File: src/rtl/sap_sequencer.sv
// Timing and micro-step sequencer for the SAP core: programmable clock-enable divider,
// micro-step counter, RUN/STEP/INSTR/PAUSE modes, halt latch and retired-instruction counter.
module sap_sequencer #(
    parameter int  INSTRUCTION_STEPS = 8,
    parameter int  DIV_WIDTH         = 16,
    parameter int  CNT_WIDTH         = 16,
    localparam int STEP_W            = $clog2(INSTRUCTION_STEPS)
) (
    input  logic                 clk,
    input  logic                 rst_n,
    input  logic [DIV_WIDTH-1:0] i_div,
    input  logic [1:0]           i_mode,
    input  logic                 i_step_req,
    input  logic                 i_halt,
    input  logic                 i_adv,
    input  logic                 i_resume,
    output logic                 o_clk_en,
    output logic [STEP_W-1:0]    o_step,
    output logic                 o_halted,
    output logic                 o_instr_done,
    output logic [CNT_WIDTH-1:0] o_instr_count
);

    typedef enum logic [1:0] {
        ST_PAUSED = 2'd0,
        ST_ACTIVE = 2'd1,
        ST_HALTED = 2'd2
    } state_t;

    localparam logic [STEP_W-1:0] LAST_STEP = STEP_W'(INSTRUCTION_STEPS - 1);

    state_t                 state_q, state_d;
    logic [DIV_WIDTH-1:0]   div_cnt_q, div_cnt_d;
    logic [STEP_W-1:0]      step_q, step_d;
    logic                   req_prev_q, req_prev_d;
    logic                   req_pend_q, req_pend_d;
    logic [1:0]             mode_prev_q, mode_prev_d;
    logic                   instr_done_q, instr_done_d;
    logic [CNT_WIDTH-1:0]   instr_count_q, instr_count_d;

    logic tick;
    logic clk_en;
    logic at_last;
    logic retire;
    logic req_edge;

    always_comb begin
        tick     = (div_cnt_q >= i_div);
        clk_en   = tick && (state_q == ST_ACTIVE) && (i_mode != 2'd3);
        at_last  = (step_q == LAST_STEP);
        retire   = clk_en && !i_halt && (i_adv || at_last);
        req_edge = i_step_req && !req_prev_q;

        state_d       = state_q;
        div_cnt_d     = div_cnt_q;
        step_d        = step_q;
        req_prev_d    = i_step_req;
        req_pend_d    = req_pend_q;
        mode_prev_d   = i_mode;
        instr_done_d  = retire;
        instr_count_d = retire ? instr_count_q + CNT_WIDTH'(1) : instr_count_q;

        // The divider free-runs in PAUSED so the enable phase is continuous across pauses.
        if (state_q != ST_HALTED) begin
            div_cnt_d = tick ? '0 : div_cnt_q + DIV_WIDTH'(1);
        end

        if (clk_en && !i_halt) begin
            step_d = (i_adv || at_last) ? '0 : step_q + STEP_W'(1);
        end

        case (state_q)
            ST_PAUSED: begin
                if ((i_mode == 2'd0) ||
                    (req_pend_q && ((i_mode == 2'd1) || (i_mode == 2'd2)))) begin
                    state_d    = ST_ACTIVE;
                    req_pend_d = 1'b0;
                end else if (req_edge) begin
                    req_pend_d = 1'b1;
                end
            end
            ST_ACTIVE: begin
                // Halt outranks every other exit; the halting enable itself is still issued.
                if (clk_en && i_halt) begin
                    state_d = ST_HALTED;
                end else if (i_mode == 2'd3) begin
                    state_d = ST_PAUSED;
                end else if ((mode_prev_q == 2'd0) && (i_mode != 2'd0)) begin
                    state_d = ST_PAUSED;
                end else if (clk_en && ((i_mode == 2'd1) || ((i_mode == 2'd2) && retire))) begin
                    state_d = ST_PAUSED;
                end
            end
            ST_HALTED: begin
                if (i_resume) begin
                    state_d    = ST_PAUSED;
                    step_d     = '0;
                    div_cnt_d  = '0;
                    req_prev_d = 1'b0;
                    req_pend_d = 1'b0;
                end
            end
            default: begin
                state_d = ST_PAUSED;
            end
        endcase
    end

    always_ff @(posedge clk or negedge rst_n) begin
        if (!rst_n) begin
            state_q       <= ST_PAUSED;
            div_cnt_q     <= '0;
            step_q        <= '0;
            req_prev_q    <= 1'b0;
            req_pend_q    <= 1'b0;
            mode_prev_q   <= 2'd0;
            instr_done_q  <= 1'b0;
            instr_count_q <= '0;
        end else begin
            state_q       <= state_d;
            div_cnt_q     <= div_cnt_d;
            step_q        <= step_d;
            req_prev_q    <= req_prev_d;
            req_pend_q    <= req_pend_d;
            mode_prev_q   <= mode_prev_d;
            instr_done_q  <= instr_done_d;
            instr_count_q <= instr_count_d;
        end
    end

    assign o_clk_en      = clk_en;
    assign o_step        = step_q;
    assign o_halted      = (state_q == ST_HALTED);
    assign o_instr_done  = instr_done_q;
    assign o_instr_count = instr_count_q;

endmodule

File: config.mk
export PLATFORM = sky130hd
export DESIGN_NAME = sap_sequencer
export DESIGN_NICKNAME = d
export VERILOG_FILES = /design/src/rtl/sap_sequencer.sv
export SDC_FILE = /design/constraint.sdc
export NUM_CORES = 1
export LEC_CHECK = 0
export CAP_MARGIN = 20
export CORE_ASPECT_RATIO = 1.4
export CORE_UTILIZATION = 40
export DETAILED_ROUTE_END_ITERATION = 6
export GPL_TIMING_DRIVEN = 0
export PLACE_DENSITY = 0.67
export SYNTH_ARGS = -nofsm -noshare
export SYNTH_HDL_FRONTEND = slang
export SYNTH_SLANG_ARGS = --single-unit
File: constraint.sdc
create_clock -name clk -period 6.1 [get_ports clk]
set_input_delay 0.61 -clock clk [delete_from_list [all_inputs] [get_ports clk]]
set_output_delay 0.61 -clock clk [all_outputs]
set_load 0.005 [all_outputs]
* Yosys cells after proc, flatten, opt, wreduce, memory -nomap -nowiden *
Cells that the tools add are included.

word-level totals
  flip-flop bits (word level) = 42

operators by class
  order comparisons = 1
  multiplexer cells = 21
  reductions and logical operators = 23
  eq/ne operators = 12
  add/subtract/negate cells = 3

operators by type and width
  operator               count
  $mux 16                4
  $add 16x1->16 const B  2
  $ge 16x16->1           1
  $mux 2                 6
  $mux 3                 4
  $logic_and 1x1->1      10
  $ne 2x2->1 const B     4
  $eq 2x2->1 const B     3
  $logic_not 2->1        3
  $pmux 2 s3             1
  $reduce_and 3->1       2
  $mux 1                 5
  $ne 5x1->1 const B     1
  $eq 2x1->1 const B     2
  $logic_or 1x1->1       4
  $reduce_bool 2->1      2
  $add 3x1->3 const B    1
  $eq 3x3->1 const B     1
  $ne 3x3->1 const B     1
  $logic_not 1->1        2
  $pmux 1 s2             1

* Depth between registers and ports, before layout *
  word-level depth = 13
  gate-level depth with buffers = 10
  mapped depth without buffers = 8

* Worst setup path before layout *
OpenSTA, ideal clock, no wires.

  path type = input to output
  from = in i_div[14]
  to = out o_clk_en
  arrival = 2.017 ns
  setup slack = 3.473 ns
  stages = 8
  required time = 5.490 ns
  path through = inv_1 ha_1 a21oi_1 nand2_1 a221oi_1 and3_1 buf_4 nor2_1

between the ends
  cells in the longest elaborated chain, start to end = 3

RTL lines
  element                         RTL line  text
  start: declaration              11        input logic [DIV_WIDTH-1:0] i_div,
  $ge 16x16->1                    48        tick = (div_cnt_q >= i_div);
  $logic_and 1x1->1 (2 in a row)  49        clk_en = tick && (state_q == ST_ACTIVE) && (i_mode != 2'd3);
  end: declaration                17        output logic o_clk_en,

No other way between the ends.

* Worst setup path in the final report *
  from = in i_div[5]
  to = out o_clk_en

Same word-level chain as after synthesis.

==> metrics.txt <==
run status complete, no violations; RSZ-0062 raised after global routing no; Post-CTS Setup Inserts 0; Core ar. 0.00621 sq mm; DRT Pass-1 Iters 4; Hold Vio Cnt, Final 0; CTS HTree Levels 2; Reg area 0.00105 sq mm; area grow syn2layout 26.9%; reg2reg start div_cnt_q[7]; chip height 96.9 um; sequential-to-total area share from yosys stat 0.408; Num CTS Buffers 5; final wirelength 5.33 mm; PnR worst setup slack 2.20 ns; clock-pin slew on the worst setup and hold paths 0.09 ns; antenna violations before repair 0; Worst setup SP type input port; DRC 0; fillcell total 576; Setup WS pre-CTS 2.19 ns; Final nets 368; num rows 34; IO Count 46; commonest cells after routing, fill and taps aside clkdlybuf4s50_1 (44), dfrtp_1 (42), nand2_1 (26), inv_1 (25), ha_1 (24); Worst Path Required 5.49 ns; GR Overflow Total 0; Setup violations, final 0; Tmin final 3.90 ns; Least-Margin Pin Slew 0.711 ns; Synth area leaders dfrtp_1 (41%), ha_1 (12%), nand2_1 (3.8%), inv_1 (3.6%), nand3_1 (3.1%); number of synthesized register bits 42; CP arrival 3.29 ns; worst reg2reg setup slack 3.34 ns; VDD IR-drop max 130 uV; first-pass GRT wire length 9.41 mm; Ys Warns 0; clk sink count 42; Post-DRT Antenna Nets 0; largest net degree at the start of global routing 26; clock root buffer clkbuf_8; leak pwr 1.58 nW; area of the multi-input gates 0.00140 sq mm; die area 0.00677 sq mm; gp weighted congestion 0.751; Synth cell types 44; setup tns final 0 ns; Die Width 69.8 um; post-synth top area cell dfrtp_1; Cells after Synth 267; Cell Area, Synth 0.00257 sq mm; CTS resizes 0; share of the synthesized area in the top cell type 0.408; vias in the first global route 2,137; Vias per Instance 5.40; Worst setup startpoint i_div[5]; worst r2r dst div_cnt_q[2]; P per Cell Area 241 mW/mm^2; hold_buf cts 0; FF-to-FF path depth 8; CTS tree done; worst hold path type input port to asynchronous set/reset pin; layout cell share with drive strength beyond 1 0.0872; CP Max Fanout 8; max-cap violation count 0; Max clock buf depth 2; initial core utilization 0.415; Final Cycle Share 0.640; placed wire-length estimate 4.12 mm; commonest non-fill, non-tap cell in the layout clkdlybuf4s50_1; Slew headroom 0.526; critical setup path kind input port to primary output; Slew Viols, Final 0; Worst-Skew Late Latency 0.30 ns; Worst Setup End Kind primary output; Final Skew 0.00912 ns; Detailed Route Iter0 Violations 89; I/O Buffers 45; vias post-DR 2,121; # diodes 0; syn_nets 315; Syn Area/Cell 9.64 sq um; Tot GR Track Use 0.171; Max Freq 0.256 GHz; DR WL/cell 13.5 um
layer usage:
| metal | global-route usage | share of wire | vias to the layer above | wire [um] |
|---|---|---|---|---|
| li1 | - | - | 1058 | - |
| met5 | 0 | 0 | - | 0 |
| met3 | 0.0323 | 0.030 | 9 | 161 |
| met1 | 0.202 | 0.45 | 1013 | 2380 |
| met4 | 0.0615 | 0.019 | 0 | 100 |
| met2 | 0.304 | 0.50 | 41 | 2680 |
cells in the mapped netlist, drive strengths merged:
master and n:
a21o 5, nand4 12, or3 7, mux2i 3
nand2 26, and4 1, o22ai 3, o31ai 1
inv 25, a31oi 5, a221oi 1, o311ai 3
nor2 13, nor3b 3, and2 2, o21ai 13
buf 3, o211a 1, nand3 17, a21oi 9
nor3 9, ha 24, a211o 1, xnor2 9
nand2b 2, nor4 4, dfrtp 42, mux2 1
or3b 2, a22o 1, and3 7, xor2 8
clkbuf 2, nor2b 2
flip-flops by register name, indices dropped and copies added (netlist names):
| register | count |
|---|---|
| state_q | 2 |
| mode_prev_q | 2 |
| req_prev_q | 1 |
| req_pend_q | 1 |
| o_step | 3 |
| o_instr_count | 16 |
| div_cnt_q | 16 |
| o_instr_done | 1 |
critical path: stages:
cell and delay, ns:
clkdlybuf4s50_1 0.45, inv_1 0.04, ha_1 0.30, a21oi_1 0.12
o21ai_0 0.14, a221oi_1 0.66, and3_1 0.27, buf_4 0.18
nor2_1 0.09, clkdlybuf4s50_1 0.44
metrics by stage:
stage               cells  total power, mW  hold slack, ns  utilization  cell area [sq um]
floorplan             267            0.462           0.314            -               2570
global placement      384            0.520           0.454        0.502               3120
detailed placement    385            0.529           0.459        0.504               3130
CTS                   393            0.797           0.241        0.526               3270
global route          393            0.836           0.262        0.526               3270
finish                393            0.789           0.232        0.526               3270
where the power goes:
| group | switching (mW) | internal, mW |
|---|---|---|
| Sequential | 0.0407 | 0.312 |
| Clock | 0.103 | 0.164 |
| Combinational | 0.0799 | 0.0892 |
| Total | 0.224 | 0.565 |
cell type report:
class,count,share of cell area
multi-input cells,195,0.428
flip-flops and latches,42,0.322
repair buffers,46,0.142
inverters,25,0.0287
well taps,72,0.0276
clock buffers,5,0.0211
clock inverters,3,0.0211
plain buffers,5,0.00957
kinds of logic (layout without fill, tap and decap cells):
| kind of cell | after synthesis | after routing | share of synthesized area |
|---|---|---|---|
| and+or+nand+nor | 107 | 107 | 0.244 |
| AOI/OAI and AO/OA | 43 | 43 | 0.109 |
| DFF | 42 | 42 | 0.408 |
| buffers and inverters | 30 | 84 | 0.0486 |
| adders and majority gates | 24 | 24 | 0.117 |
| xor gates and xnor gates | 17 | 17 | 0.0578 |
| muxes | 4 | 4 | 0.0160 |
how the worst max path moves through the flow:
stage                    end  cells past startpoint
finish              o_clk_en                     10
global route        o_clk_en                     10
CTS                 o_clk_en                     10
detailed placement  o_clk_en                     10
global placement    o_clk_en                     10
floorplan           o_clk_en                      8
Power figures use the tool's default switching activity.
